**src/rtl/merlin_mem_arbiter_pkg.sv**
```systemverilog
// Shared definitions for the merlin memory arbiter: source ids, the grant-lock
// state encoding and the bus-width helper derived from C_BUS_SZX.
`ifndef MERLIN_BUS_W
`define MERLIN_BUS_W(szx) (1 << (szx))
`endif

package merlin_mem_arbiter_pkg;

   localparam logic SRC_I = 1'b0;
   localparam logic SRC_D = 1'b1;

   typedef enum logic [0:0] {
      ST_FREE   = 1'b0,
      ST_LOCKED = 1'b1
   } arb_state_e;

   function automatic int bus_w(input int szx);
      return `MERLIN_BUS_W(szx);
   endfunction

endpackage

```
**src/rtl/merlin_mem_arbiter_if.sv**
```systemverilog
// Bus bundle seen by the arbiter: instruction, data and unified memory ports.
// slave = arbiter side, master = core/memory side.
interface merlin_mem_arbiter_if #(
   parameter int C_BUS_SZX = 5,
   parameter int C_ADDR_SZ = 32
) ();
   import merlin_mem_arbiter_pkg::*;

   localparam int W = bus_w(C_BUS_SZX);

   logic                 ireqready_o;
   logic                 ireqvalid_i;
   logic [1:0]           ireqhpl_i;
   logic [C_ADDR_SZ-1:0] ireqaddr_i;
   logic                 irspready_i;
   logic                 irspvalid_o;
   logic                 irsprerr_o;
   logic [W-1:0]         irspdata_o;

   logic                 dreqready_o;
   logic                 dreqvalid_i;
   logic [1:0]           dreqsize_i;
   logic                 dreqdvalid_i;
   logic [1:0]           dreqhpl_i;
   logic [C_ADDR_SZ-1:0] dreqaddr_i;
   logic [W-1:0]         dreqdata_i;
   logic                 drspready_i;
   logic                 drspvalid_o;
   logic                 drsprerr_o;
   logic                 drspwerr_o;
   logic [W-1:0]         drspdata_o;

   logic                 mreqready_i;
   logic                 mreqvalid_o;
   logic                 mreqsrc_o;
   logic [1:0]           mreqsize_o;
   logic                 mreqdvalid_o;
   logic [1:0]           mreqhpl_o;
   logic [C_ADDR_SZ-1:0] mreqaddr_o;
   logic [W-1:0]         mreqdata_o;
   logic                 mrspready_o;
   logic                 mrspvalid_i;
   logic                 mrsprerr_i;
   logic                 mrspwerr_i;
   logic [W-1:0]         mrspdata_i;

   modport slave (
      output ireqready_o, irspvalid_o, irsprerr_o, irspdata_o,
      input  ireqvalid_i, ireqhpl_i, ireqaddr_i, irspready_i,
      output dreqready_o, drspvalid_o, drsprerr_o, drspwerr_o, drspdata_o,
      input  dreqvalid_i, dreqsize_i, dreqdvalid_i, dreqhpl_i, dreqaddr_i, dreqdata_i, drspready_i,
      output mreqvalid_o, mreqsrc_o, mreqsize_o, mreqdvalid_o, mreqhpl_o, mreqaddr_o, mreqdata_o, mrspready_o,
      input  mreqready_i, mrspvalid_i, mrsprerr_i, mrspwerr_i, mrspdata_i
   );

   modport master (
      input  ireqready_o, irspvalid_o, irsprerr_o, irspdata_o,
      output ireqvalid_i, ireqhpl_i, ireqaddr_i, irspready_i,
      input  dreqready_o, drspvalid_o, drsprerr_o, drspwerr_o, drspdata_o,
      output dreqvalid_i, dreqsize_i, dreqdvalid_i, dreqhpl_i, dreqaddr_i, dreqdata_i, drspready_i,
      input  mreqvalid_o, mreqsrc_o, mreqsize_o, mreqdvalid_o, mreqhpl_o, mreqaddr_o, mreqdata_o, mrspready_o,
      output mreqready_i, mrspvalid_i, mrsprerr_i, mrspwerr_i, mrspdata_i
   );

endinterface

```
**src/rtl/merlin_route_fifo.sv**
```systemverilog
// In-order 1-bit route FIFO: remembers which port issued each outstanding
// memory request so responses can be steered back.
module merlin_route_fifo
   import merlin_mem_arbiter_pkg::*;
#(
   parameter int C_DEPTH_X = 2
) (
   input  logic clk_i,
   input  logic reset_i,
   input  logic i_push,
   input  logic i_din,
   input  logic i_pop,
   output logic o_full,
   output logic o_empty,
   output logic o_head
);
   localparam int DEPTH = 1 << C_DEPTH_X;
   localparam logic [C_DEPTH_X:0]   CNT_FULL = (C_DEPTH_X+1)'(DEPTH);
   localparam logic [C_DEPTH_X:0]   CNT_ONE  = (C_DEPTH_X+1)'(1);
   localparam logic [C_DEPTH_X-1:0] PTR_ONE  = (C_DEPTH_X)'(1);

   logic [DEPTH-1:0]     r_mem;
   logic [C_DEPTH_X-1:0] r_wptr;
   logic [C_DEPTH_X-1:0] r_rptr;
   logic [C_DEPTH_X:0]   r_count;
   logic                 w_push;
   logic                 w_pop;

   assign o_full  = (r_count == CNT_FULL);
   assign o_empty = (r_count == '0);
   assign o_head  = r_mem[r_rptr];
   assign w_push  = i_push & ~o_full;
   assign w_pop   = i_pop & ~o_empty;

   // Storage, wrapping pointers and occupancy count.
   always_ff @(posedge clk_i or posedge reset_i) begin
      if (reset_i) begin
         r_mem   <= '0;
         r_wptr  <= '0;
         r_rptr  <= '0;
         r_count <= '0;
      end else begin
         if (w_push) begin
            r_mem[r_wptr] <= i_din;
            r_wptr        <= r_wptr + PTR_ONE;
         end
         if (w_pop) begin
            r_rptr <= r_rptr + PTR_ONE;
         end
         case ({w_push, w_pop})
            2'b10:   r_count <= r_count + CNT_ONE;
            2'b01:   r_count <= r_count - CNT_ONE;
            default: r_count <= r_count;
         endcase
      end
   end

endmodule

```
**src/rtl/merlin_mem_arbiter.sv**
```systemverilog
// Merges instruction and data ports onto one memory port; round-robin by
// default, fixed data priority when MERLIN_ARB_DPRIO_EN is defined.
module merlin_mem_arbiter
   import merlin_mem_arbiter_pkg::*;
#(
   parameter int C_BUS_SZX      = 5,
   parameter int C_ADDR_SZ      = 32,
   parameter int C_OSTD_DEPTH_X = 2
) (
   input  logic                 clk_i,
   input  logic                 reset_i,
   merlin_mem_arbiter_if.slave  bus
);
   localparam logic [1:0] ISIZE = 2'(C_BUS_SZX - 3);

   arb_state_e r_state;
   arb_state_e w_state_nxt;
   logic       r_gnt;
   logic       w_gnt;
   logic       w_gnt_valid;
   logic       w_mvalid;
   logic       w_acc;
   logic       w_full;
   logic       w_empty;
   logic       w_head;
   logic       w_pop;
`ifndef MERLIN_ARB_DPRIO_EN
   logic       r_last;
`endif

   // Grant selection: a stalled grant is held, otherwise single requester or tie-break.
   always_comb begin
      w_gnt = SRC_I;
      if (r_state == ST_LOCKED) begin
         w_gnt = r_gnt;
      end else if (bus.ireqvalid_i && bus.dreqvalid_i) begin
`ifdef MERLIN_ARB_DPRIO_EN
         w_gnt = SRC_D;
`else
         w_gnt = ~r_last;
`endif
      end else if (bus.dreqvalid_i) begin
         w_gnt = SRC_D;
      end else begin
         w_gnt = SRC_I;
      end
   end

   assign w_gnt_valid     = (w_gnt == SRC_D) ? bus.dreqvalid_i : bus.ireqvalid_i;
   assign w_mvalid        = w_gnt_valid & ~w_full;
   assign w_acc           = w_mvalid & bus.mreqready_i;
   assign bus.ireqready_o = w_acc & (w_gnt == SRC_I);
   assign bus.dreqready_o = w_acc & (w_gnt == SRC_D);

   // Lock next-state: a full FIFO freezes the lock, a stalled request sets it.
   always_comb begin
      w_state_nxt = r_state;
      if (w_full) begin
         w_state_nxt = r_state;
      end else if (w_mvalid && !bus.mreqready_i) begin
         w_state_nxt = ST_LOCKED;
      end else begin
         w_state_nxt = ST_FREE;
      end
   end

   // Lock state, held grant and last accepted source.
   always_ff @(posedge clk_i or posedge reset_i) begin
      if (reset_i) begin
         r_state <= ST_FREE;
         r_gnt   <= SRC_I;
`ifndef MERLIN_ARB_DPRIO_EN
         r_last  <= SRC_D;
`endif
      end else begin
         r_state <= w_state_nxt;
         r_gnt   <= w_gnt;
`ifndef MERLIN_ARB_DPRIO_EN
         if (w_acc) begin
            r_last <= w_gnt;
         end else begin
            r_last <= r_last;
         end
`endif
      end
   end

   // Memory request fields; an instruction fetch is always a full-word read.
   always_comb begin
      bus.mreqvalid_o  = w_mvalid;
      bus.mreqsrc_o    = SRC_I;
      bus.mreqsize_o   = 2'b00;
      bus.mreqdvalid_o = 1'b0;
      bus.mreqhpl_o    = 2'b00;
      bus.mreqaddr_o   = '0;
      bus.mreqdata_o   = '0;
      if (w_mvalid && (w_gnt == SRC_D)) begin
         bus.mreqsrc_o    = SRC_D;
         bus.mreqsize_o   = bus.dreqsize_i;
         bus.mreqdvalid_o = bus.dreqdvalid_i;
         bus.mreqhpl_o    = bus.dreqhpl_i;
         bus.mreqaddr_o   = bus.dreqaddr_i;
         bus.mreqdata_o   = bus.dreqdata_i;
      end else if (w_mvalid) begin
         bus.mreqsize_o   = ISIZE;
         bus.mreqhpl_o    = bus.ireqhpl_i;
         bus.mreqaddr_o   = bus.ireqaddr_i;
      end else begin
         bus.mreqsrc_o    = SRC_I;
      end
   end

   // Response steering by FIFO head; unsolicited responses are never accepted.
   always_comb begin
      bus.mrspready_o = 1'b0;
      bus.irspvalid_o = 1'b0;
      bus.irsprerr_o  = 1'b0;
      bus.drspvalid_o = 1'b0;
      bus.drsprerr_o  = 1'b0;
      bus.drspwerr_o  = 1'b0;
      if (!w_empty && (w_head == SRC_D)) begin
         bus.mrspready_o = bus.drspready_i;
         bus.drspvalid_o = bus.mrspvalid_i;
         bus.drsprerr_o  = bus.mrsprerr_i;
         bus.drspwerr_o  = bus.mrspwerr_i;
      end else if (!w_empty) begin
         bus.mrspready_o = bus.irspready_i;
         bus.irspvalid_o = bus.mrspvalid_i;
         bus.irsprerr_o  = bus.mrsprerr_i;
      end else begin
         bus.mrspready_o = 1'b0;
      end
   end

   assign bus.irspdata_o = bus.mrspdata_i;
   assign bus.drspdata_o = bus.mrspdata_i;
   assign w_pop          = bus.mrspvalid_i & bus.mrspready_o;

   merlin_route_fifo #(
      .C_DEPTH_X (C_OSTD_DEPTH_X)
   ) u_route_fifo (
      .clk_i   (clk_i),
      .reset_i (reset_i),
      .i_push  (w_acc),
      .i_din   (w_gnt),
      .i_pop   (w_pop),
      .o_full  (w_full),
      .o_empty (w_empty),
      .o_head  (w_head)
   );

endmodule

```
**src/flat_wrapper.sv**
```systemverilog
// flat-port wrapper written by rule: the top's interface ports become plain ports
module merlin_mem_arbiter_flat import merlin_mem_arbiter_pkg::*;
#(
   parameter int C_BUS_SZX      = 5,
   parameter int C_ADDR_SZ      = 32,
   parameter int C_OSTD_DEPTH_X = 2
)
  (clk_i, reset_i, bus_ireqready_o, bus_irspvalid_o, bus_irsprerr_o, bus_irspdata_o, bus_ireqvalid_i, bus_ireqhpl_i, bus_ireqaddr_i, bus_irspready_i, bus_dreqready_o, bus_drspvalid_o, bus_drsprerr_o, bus_drspwerr_o, bus_drspdata_o, bus_dreqvalid_i, bus_dreqsize_i, bus_dreqdvalid_i, bus_dreqhpl_i, bus_dreqaddr_i, bus_dreqdata_i, bus_drspready_i, bus_mreqvalid_o, bus_mreqsrc_o, bus_mreqsize_o, bus_mreqdvalid_o, bus_mreqhpl_o, bus_mreqaddr_o, bus_mreqdata_o, bus_mrspready_o, bus_mreqready_i, bus_mrspvalid_i, bus_mrsprerr_i, bus_mrspwerr_i, bus_mrspdata_i);
  merlin_mem_arbiter_if #(.C_BUS_SZX(C_BUS_SZX), .C_ADDR_SZ(C_ADDR_SZ)) bus_i ();
  input  logic clk_i;
  input  logic reset_i;
  output wire logic [$bits(bus_i.ireqready_o)-1:0] bus_ireqready_o;
  output wire logic [$bits(bus_i.irspvalid_o)-1:0] bus_irspvalid_o;
  output wire logic [$bits(bus_i.irsprerr_o)-1:0] bus_irsprerr_o;
  output wire logic [$bits(bus_i.irspdata_o)-1:0] bus_irspdata_o;
  input wire logic [$bits(bus_i.ireqvalid_i)-1:0] bus_ireqvalid_i;
  input wire logic [$bits(bus_i.ireqhpl_i)-1:0] bus_ireqhpl_i;
  input wire logic [$bits(bus_i.ireqaddr_i)-1:0] bus_ireqaddr_i;
  input wire logic [$bits(bus_i.irspready_i)-1:0] bus_irspready_i;
  output wire logic [$bits(bus_i.dreqready_o)-1:0] bus_dreqready_o;
  output wire logic [$bits(bus_i.drspvalid_o)-1:0] bus_drspvalid_o;
  output wire logic [$bits(bus_i.drsprerr_o)-1:0] bus_drsprerr_o;
  output wire logic [$bits(bus_i.drspwerr_o)-1:0] bus_drspwerr_o;
  output wire logic [$bits(bus_i.drspdata_o)-1:0] bus_drspdata_o;
  input wire logic [$bits(bus_i.dreqvalid_i)-1:0] bus_dreqvalid_i;
  input wire logic [$bits(bus_i.dreqsize_i)-1:0] bus_dreqsize_i;
  input wire logic [$bits(bus_i.dreqdvalid_i)-1:0] bus_dreqdvalid_i;
  input wire logic [$bits(bus_i.dreqhpl_i)-1:0] bus_dreqhpl_i;
  input wire logic [$bits(bus_i.dreqaddr_i)-1:0] bus_dreqaddr_i;
  input wire logic [$bits(bus_i.dreqdata_i)-1:0] bus_dreqdata_i;
  input wire logic [$bits(bus_i.drspready_i)-1:0] bus_drspready_i;
  output wire logic [$bits(bus_i.mreqvalid_o)-1:0] bus_mreqvalid_o;
  output wire logic [$bits(bus_i.mreqsrc_o)-1:0] bus_mreqsrc_o;
  output wire logic [$bits(bus_i.mreqsize_o)-1:0] bus_mreqsize_o;
  output wire logic [$bits(bus_i.mreqdvalid_o)-1:0] bus_mreqdvalid_o;
  output wire logic [$bits(bus_i.mreqhpl_o)-1:0] bus_mreqhpl_o;
  output wire logic [$bits(bus_i.mreqaddr_o)-1:0] bus_mreqaddr_o;
  output wire logic [$bits(bus_i.mreqdata_o)-1:0] bus_mreqdata_o;
  output wire logic [$bits(bus_i.mrspready_o)-1:0] bus_mrspready_o;
  input wire logic [$bits(bus_i.mreqready_i)-1:0] bus_mreqready_i;
  input wire logic [$bits(bus_i.mrspvalid_i)-1:0] bus_mrspvalid_i;
  input wire logic [$bits(bus_i.mrsprerr_i)-1:0] bus_mrsprerr_i;
  input wire logic [$bits(bus_i.mrspwerr_i)-1:0] bus_mrspwerr_i;
  input wire logic [$bits(bus_i.mrspdata_i)-1:0] bus_mrspdata_i;
  assign bus_ireqready_o = bus_i.ireqready_o;
  assign bus_irspvalid_o = bus_i.irspvalid_o;
  assign bus_irsprerr_o = bus_i.irsprerr_o;
  assign bus_irspdata_o = bus_i.irspdata_o;
  assign bus_i.ireqvalid_i = bus_ireqvalid_i;
  assign bus_i.ireqhpl_i = bus_ireqhpl_i;
  assign bus_i.ireqaddr_i = bus_ireqaddr_i;
  assign bus_i.irspready_i = bus_irspready_i;
  assign bus_dreqready_o = bus_i.dreqready_o;
  assign bus_drspvalid_o = bus_i.drspvalid_o;
  assign bus_drsprerr_o = bus_i.drsprerr_o;
  assign bus_drspwerr_o = bus_i.drspwerr_o;
  assign bus_drspdata_o = bus_i.drspdata_o;
  assign bus_i.dreqvalid_i = bus_dreqvalid_i;
  assign bus_i.dreqsize_i = bus_dreqsize_i;
  assign bus_i.dreqdvalid_i = bus_dreqdvalid_i;
  assign bus_i.dreqhpl_i = bus_dreqhpl_i;
  assign bus_i.dreqaddr_i = bus_dreqaddr_i;
  assign bus_i.dreqdata_i = bus_dreqdata_i;
  assign bus_i.drspready_i = bus_drspready_i;
  assign bus_mreqvalid_o = bus_i.mreqvalid_o;
  assign bus_mreqsrc_o = bus_i.mreqsrc_o;
  assign bus_mreqsize_o = bus_i.mreqsize_o;
  assign bus_mreqdvalid_o = bus_i.mreqdvalid_o;
  assign bus_mreqhpl_o = bus_i.mreqhpl_o;
  assign bus_mreqaddr_o = bus_i.mreqaddr_o;
  assign bus_mreqdata_o = bus_i.mreqdata_o;
  assign bus_mrspready_o = bus_i.mrspready_o;
  assign bus_i.mreqready_i = bus_mreqready_i;
  assign bus_i.mrspvalid_i = bus_mrspvalid_i;
  assign bus_i.mrsprerr_i = bus_mrsprerr_i;
  assign bus_i.mrspwerr_i = bus_mrspwerr_i;
  assign bus_i.mrspdata_i = bus_mrspdata_i;
  merlin_mem_arbiter #(.C_BUS_SZX(C_BUS_SZX), .C_ADDR_SZ(C_ADDR_SZ), .C_OSTD_DEPTH_X(C_OSTD_DEPTH_X)) u_core (.clk_i(clk_i), .reset_i(reset_i), .bus(bus_i));
endmodule
```
**config.mk**
```make
export PLATFORM = sky130hd
export DESIGN_NAME = merlin_mem_arbiter_flat
export DESIGN_NICKNAME = d
export VERILOG_FILES = /design/src/rtl/merlin_mem_arbiter_pkg.sv /design/src/rtl/merlin_mem_arbiter_if.sv /design/src/rtl/merlin_route_fifo.sv /design/src/rtl/merlin_mem_arbiter.sv /design/src/flat_wrapper.sv
export SDC_FILE = /design/constraint.sdc
export NUM_CORES = 1
export LEC_CHECK = 0
export BUFFER_PORTS_ARGS = -buffer_cell sky130_fd_sc_hd__buf_2
export CORE_AREA = 5 5 110 112
export CTS_BUF_LIST = sky130_fd_sc_hd__clkbuf_2
export DETAILED_ROUTE_END_ITERATION = 16
export DIE_AREA = 0 0 115 117
export GPL_ROUTABILITY_DRIVEN = 0
export PLACE_DENSITY_LB_ADDON = 0.12
export SETUP_SLACK_MARGIN = 0.4
export SYNTH_ARGS = -nofsm -noshare
export SYNTH_HDL_FRONTEND = slang
export SYNTH_SLANG_ARGS = --single-unit
```
**constraint.sdc**
```tcl
create_clock -name clk_i -period 2.1 [get_ports clk_i]
set_input_delay 0.105 -clock clk_i [delete_from_list [all_inputs] [get_ports clk_i]]
set_output_delay 0.105 -clock clk_i [all_outputs]
set_load 0.05 [all_outputs]
```
Word-level counts from Yosys, hierarchy flattened
Cells that the tools add are included.
{"block": "op_classes", "n_eq_ne": 3, "n_mux": 29, "n_bitwise": 11, "addsub": 4, "reduce_logical": 9, "order_cmp": 3}
{"op": "32-bit 2-to-1 mux", "n": 3}
{"op": "1-bit 2-to-1 mux", "n": 18}
{"op": "2-bit 2-to-1 mux", "n": 4}
{"op": "1-bit bitwise AND", "n": 7}
{"op": "2-bit by 3-bit < comparator with 1-bit output, second input constant", "n": 2}
{"op": "3-bit one-hot mux with 2 select lines", "n": 1}
{"op": "1-bit logical AND", "n": 5}
{"op": "2-bit by 1-bit adder with 2-bit output, second input constant", "n": 2}
{"op": "4-bit bitwise mux", "n": 1}
{"op": "1-bit NOT", "n": 4}
{"op": "3-bit by 1-bit adder with 3-bit output, second input constant", "n": 1}
{"op": "3-bit equality test, second input constant", "n": 1}
{"op": "3-bit zero test", "n": 1}
{"op": "3-bit by 1-bit subtractor with 3-bit output, second input constant", "n": 1}
{"op": "1-bit binary-select mux with 2-bit select", "n": 1}
{"op": "1-bit demux with 2-bit select", "n": 1}
{"op": "2-bit by 1-bit equality test with 1-bit output, second input constant", "n": 1}
{"op": "2-bit equality test, second input constant", "n": 1}
{"op": "2-bit by 1-bit >= comparator with 1-bit output, second input constant", "n": 1}
{"op": "1-bit zero test", "n": 2}
{"op": "2-bit nonzero test", "n": 1}
{"block": "word_totals", "inputBits": 145, "word_cells": 66, "ff_bits": 14, "out_inout_bits": 143}

Longest topological paths before layout
{"block": "depth", "word_depth": 9, "mapped_depth": 12}

Modules after synthesis
Synthesis repeated with hierarchy kept, for this count alone.
{"block": "unflattened", "cells_unflattened": 233, "area_unflattened_um2": 2000.7}
{"module": "merlin_mem_arbiter", "seq_area_each_um2": 76.3, "n_inst": 1, "area_per_inst_um2": 1391.3, "cells_each": 178}
{"module": "merlin_route_fifo", "seq_area_each_um2": 275.3, "n_inst": 1, "area_per_inst_um2": 609.3, "cells_each": 55}

Worst setup path before layout
Ideal clock, no wire load.
{"block": "synth_path", "path_type": "flip-flop to output port", "from": "register u_core.r_last", "to": "output bus_ireqready_o", "slack_ns": -0.218, "arrival_time_ns": 2.213, "path_buffers": 2, "stages_incl_launch_ff": 7, "cell_sequence": "dfstp_2 > nand2_1 > a22oi_2 > buf_4 > buf_4 > nand2_1 > nor3_1"}
{"block": "synth_via", "elab_chain_cells": 7, "elab_cells_between_ends": 8}
{"element": "from (decl)", "line": "merlin_mem_arbiter.sv:28", "text": "logic r_last;"}
{"element": "from (signal assigned)", "line": "merlin_mem_arbiter.sv:80", "text": "r_last <= w_gnt;"}
{"element": "from (signal assigned)", "line": "merlin_mem_arbiter.sv:82", "text": "r_last <= r_last;"}
{"element": "1-bit NOT (*)", "line": "merlin_mem_arbiter.sv:40", "text": "w_gnt = ~r_last;"}
{"element": "1-bit 2-to-1 mux (*)", "line": "merlin_mem_arbiter.sv:36", "text": "end else if (bus.ireqvalid_i && bus.dreqvalid_i) begin"}
{"element": "1-bit 2-to-1 mux (*)", "line": "merlin_mem_arbiter.sv:34", "text": "if (r_state == ST_LOCKED) begin"}
{"element": "1-bit 2-to-1 mux", "line": "merlin_mem_arbiter.sv:49", "text": "assign w_gnt_valid = (w_gnt == SRC_D) ? bus.dreqvalid_i : bus.ireqvalid_i;"}
{"element": "1-bit bitwise AND", "line": "merlin_mem_arbiter.sv:50", "text": "assign w_mvalid = w_gnt_valid & ~w_full;"}
{"element": "1-bit bitwise AND", "line": "merlin_mem_arbiter.sv:51", "text": "assign w_acc = w_mvalid & bus.mreqready_i;"}
{"element": "1-bit bitwise AND (*)", "line": "merlin_mem_arbiter.sv:52", "text": "assign bus.ireqready_o = w_acc & (w_gnt == SRC_I);"}
{"element": "to (decl)", "line": "flat_wrapper.sv:12", "text": "output wire logic [$bits(bus_i.ireqready_o)-1:0] bus_ireqready_o;"}
Every way passes the cells marked *; elsewhere a longest branch is shown, timed or not.

Final worst setup path
{"block": "layout_path", "from": "register u_core.r_last", "to": "register u_core.u_route_fifo.r_count[2]"}
{"block": "layout_via", "elab_chain_cells": 9, "elab_cells_between_ends": 11}
{"element": "1-bit NOT (*)", "line": "merlin_mem_arbiter.sv:40"}
{"element": "1-bit 2-to-1 mux (*)", "line": "merlin_mem_arbiter.sv:36"}
{"element": "1-bit 2-to-1 mux (*)", "line": "merlin_mem_arbiter.sv:34"}
{"element": "1-bit 2-to-1 mux (*)", "line": "merlin_mem_arbiter.sv:49"}
{"element": "1-bit bitwise AND (*)", "line": "merlin_mem_arbiter.sv:50"}
{"element": "1-bit bitwise AND (*)", "line": "merlin_mem_arbiter.sv:51"}
{"element": "1-bit bitwise AND (*)", "line": "merlin_route_fifo.sv:32", "text": "assign w_push = i_push & ~o_full;"}
{"element": "2-bit by 1-bit equality test with 1-bit output / 2-bit equality test (equally long branches)", "line": "merlin_route_fifo.sv:50", "text": "case ({w_push, w_pop})"}
{"element": "3-bit one-hot mux with 2 select lines / 2-bit nonzero test (equally long branches)"}
{"element": "to (signal assigned)", "line": "merlin_route_fifo.sv:51", "text": "2'b10: r_count <= r_count + CNT_ONE;"}
{"element": "to (signal assigned)", "line": "merlin_route_fifo.sv:52", "text": "2'b01: r_count <= r_count - CNT_ONE;"}
{"element": "to (signal assigned)", "line": "merlin_route_fifo.sv:53", "text": "default: r_count <= r_count;"}
{"element": "to (decl)", "line": "merlin_route_fifo.sv:25", "text": "logic [C_DEPTH_X:0] r_count;"}
Marked as above.
A chain may end at the register's enable or synchronous reset.

==> impl_metrics.ini <==
[clocking]
clock_path_buffers = 2
cts_buffers = 3
clock_latency_ps = 290
clk_pin_slew_ps = 160
h-tree-depth = 1
clock-root-buffer = clkbuf_2
cts.sinks = 14
cts_tree = done

[floorplan]
die_y_um = 117
fp.dieW_um = 115
core_um2 = 11100
die_area_um2 = 13500
rows = 39
start_util = 0.195
io_pins = 288

[global_routing]
antenna_found_initial = 0
met1_usage = 0.156
grt_max_degree = 39
grt_pass1_wl_mm = 14.4
globalRouteOverflowTotal = 0
busiest_layer = met2
grt_pass1_vias = 2728
gr-usage-met3 = 0.0288
use_met2 = 0.264
track_usage = 0.136

[critical_path]
crit_fanout = 3
rr_endpoint = u_core.u_route_fifo.r_count[2]
critPathLaunchType = register
reg2reg_from = u_core.r_last
rrSetupSlack_ps = -80
cp_slowest_cell = dfstp_2
path_cells = nand2_2, a22oi_2, buf_6, inv_4, o21a_4, inv_2, ha_2, inv_2, fa_2, xor2_1, nor2_1, xor2_1
crit_arrival_ps = 2370
critical_path_class = register to register
crit_path_end_kind = register
critical-path-max-stage-delay_ps = 570
r2r_cells = 12
required_ps = 2290

[timing]
finalCriticalPeriod_ps = 2180
finalClockSkew_ps = 8.38
finalCritPeriodShare = 1.04
slew_headroom = 0.445
setup_violations = 36
setup_slack_ps = -82.4
hold_viol = 0
grt_setup_unrepaired = true
fmax_mhz = 458
slew_violations = 0
tightest_slew_ps = 833

[finish]
final_util = 0.469
layout.nets = 640
areaGrowthSynthToFinish_pct = 140
final_layout_size_suffix_gt1_frac = 0.855
fillers = 1010
num_antenna_cells = 0
final_common_cell = buf_2
final_cell_area_um2 = 5210
final_cell_mix = buf_2 (112), buf_6 (61), buf_8 (37)

[synthesis]
synth_area_um2 = 2170
synth_flop_cell = dfrtp_1
synth_compound_area_frac = 0.144
synth_xor_area_frac = 0.0202
yosys.area.top_type_share = 0.239
yosys.area_share.adder = 0.0381
async_reset_ff_frac = 1.00
synth_cell_types = 35
ys_seq_area_frac = 0.162
synth_edf_count = 0
synthCells = 308
synth_top_family_by_area = simple AND/OR/NAND/NOR gates
yosys-top-cells-area = buf_4 (24%), dfrtp_1 (15%), and2_1 (9.8%)
synth_simple_gate_area_frac = 0.307
synthMuxAreaShare = 0.0438
avgSynthCellArea_um2 = 7.04
yosysWarnings = 0
ys_seq_elements = 14
synth_area_leader_cell = buf_4
syn-num-nets = 459

[power_and_ir_drop]
seqPwrFrac = 0.058
intPower_w = 0.00473
sw_frac_of_total = 0.521
power_frac_comb = 0.927
leakagePower_nw = 2.35
p_switching_w = 0.00514
p_per_area_nw_per_um2 = 1890
p_clk_frac = 0.014
ir_worst_vdd_uv = 1120

[min_path]
hp-start = bus_drspready_i
hp-class = primary input to register
hold_end = u_core.u_route_fifo.r_rptr[0]
holdPathStages = 3

[drt]
drtIter0Drc = 54
drt_wl_total_mm = 11.1
antenna_left = 0
vias_per_cell = 4.39
wl_per_cell_um = 17.6
drt-pass1-iter-count = 4
vias = 2770
drc_errors = 0

[status]
status = finished, violations left
failed_checks = negative setup slack

[placed_design]
dpl_cell_area_um2 = 3140
io_buffers = 191
dp_hpwl_mm = 6.50

[flow_run]
cap_violations = 0
==> metrics by stage <==
| stage | setup slack [ps] | setup TNS [ps] | cells | total power, W | hold slack, ps |
|---|---|---|---|---|---|
| finish | -82.4 | -569 | 631 | 0.00987 | 178 |
| global placement | -10.9 | -10.9 | 576 | 0.00589 | 211 |
| CTS | -77.7 | -77.7 | 610 | 0.00843 | 162 |
| detailed placement | -67.1 | -67.1 | 576 | 0.00589 | 210 |
| global route | -196 | -5310 | 631 | 0.0104 | 151 |
| floorplan | -5.94 | -59.2 | 308 | 0.00501 | -6.50 |
==> flip-flops by register name, indices dropped and copies added, names as in the netlist <==
register	cells
u_core.u_route_fifo.r_mem	4
u_core.u_route_fifo.r_count	3
u_core.u_route_fifo.r_rptr	2
u_core.u_route_fifo.r_wptr	2
u_core.r_gnt	1
u_core.r_last	1
u_core.r_state	1
==> final cells by class <==
| type | instances | area (um^2) | area share |
|---|---|---|---|
| timing repair buffer | 259 | 2570 | 0.493 |
| tap | 143 | 179 | 0.0343 |
| inverter | 10 | 40.0 | 0.00768 |
| clock inverter | 1 | 3.75 | 0.000720 |
| clock buffer | 3 | 15.0 | 0.00288 |
| multi-input combinational | 201 | 2050 | 0.393 |
| sequential | 14 | 353 | 0.0677 |
==> repair_timing <==
action                     in CTS  in global routing
hold endpoints to repair       13                  0
setup endpoints to repair      82                 85
buffers inserted               20                 15
cloned                          9                  6
hold buffers                    1                  0
pin swaps                      28                 65
gates resized for setup       224                134
==> worst max path at each step <==
stage	startpoint	endpoint	slack, ps
5_1_grt	u_core.r_last	u_core.u_route_fifo.r_count[2]	-200
3_3_place_gp	u_core.u_route_fifo.r_rptr[1]	u_core.u_route_fifo.r_count[2]	-10
2_1_floorplan	u_core.u_route_fifo.r_rptr[1]	u_core.u_route_fifo.r_count[2]	-6
6_report	u_core.r_last	u_core.u_route_fifo.r_count[2]	-80
4_1_cts	u_core.u_route_fifo.r_rptr[1]	u_core.u_route_fifo.r_count[2]	-80
3_5_place_dp	u_core.u_route_fifo.r_rptr[1]	u_core.u_route_fifo.r_count[2]	-70
==> routing by layer <==
layer	vias to the layer above	wire [um]	share of wire
met5	-	0	0
met4	0	104	0.0094
met3	18	742	0.067
met2	138	6190	0.56
met1	1287	4080	0.37
li1	1327	-	-
==> kinds of logic after synthesis <==
| group | after synthesis |
|---|---|
| simple gates | 132 |
| buf+inv | 94 |
| compound gates | 48 |
| flops | 14 |
| mux | 9 |
| fa+ha+maj | 6 |
| xor+xnor | 5 |
==> synth_stat cells, types with 2 or more instances <==
master and number:
buf_4 69, nor3_1 3, xnor2_1 2, nand2_1 40, buf_2 5, nand3_1 38, dfrtp_1 13, clkbuf_1 9
a21oi_1 36, mux2i_1 8, and3_1 2, inv_1 9, xor2_1 3, nor2_1 9, nor2b_1 2, and2_1 34
ha_1 5, a32o_1 4
==> worst max-delay path, delay by kind of cell (launching register included) <==
family,cells,cell delay [ps]
AO/OA/AOI/OAI,2,320
flip-flops,1,570
adder cells (fa/ha/maj),2,490
XOR/XNOR,2,320
buffers and inverters,4,260
AND/OR/NAND/NOR,2,120
==> power groups by stage <==
stage / clock network [W] / registers, W / logic, W
finish: 0.000140 / 0.000576 / 0.00916
CTS: 0.000143 / 0.000548 / 0.00774
detailed placement: 0 / 0.000560 / 0.00533
floorplan: 0 / 0.000553 / 0.00446
global route: 0.000159 / 0.000596 / 0.00960
global placement: 0 / 0.000557 / 0.00533
Note: power is estimated with default switching activity, not from simulation.
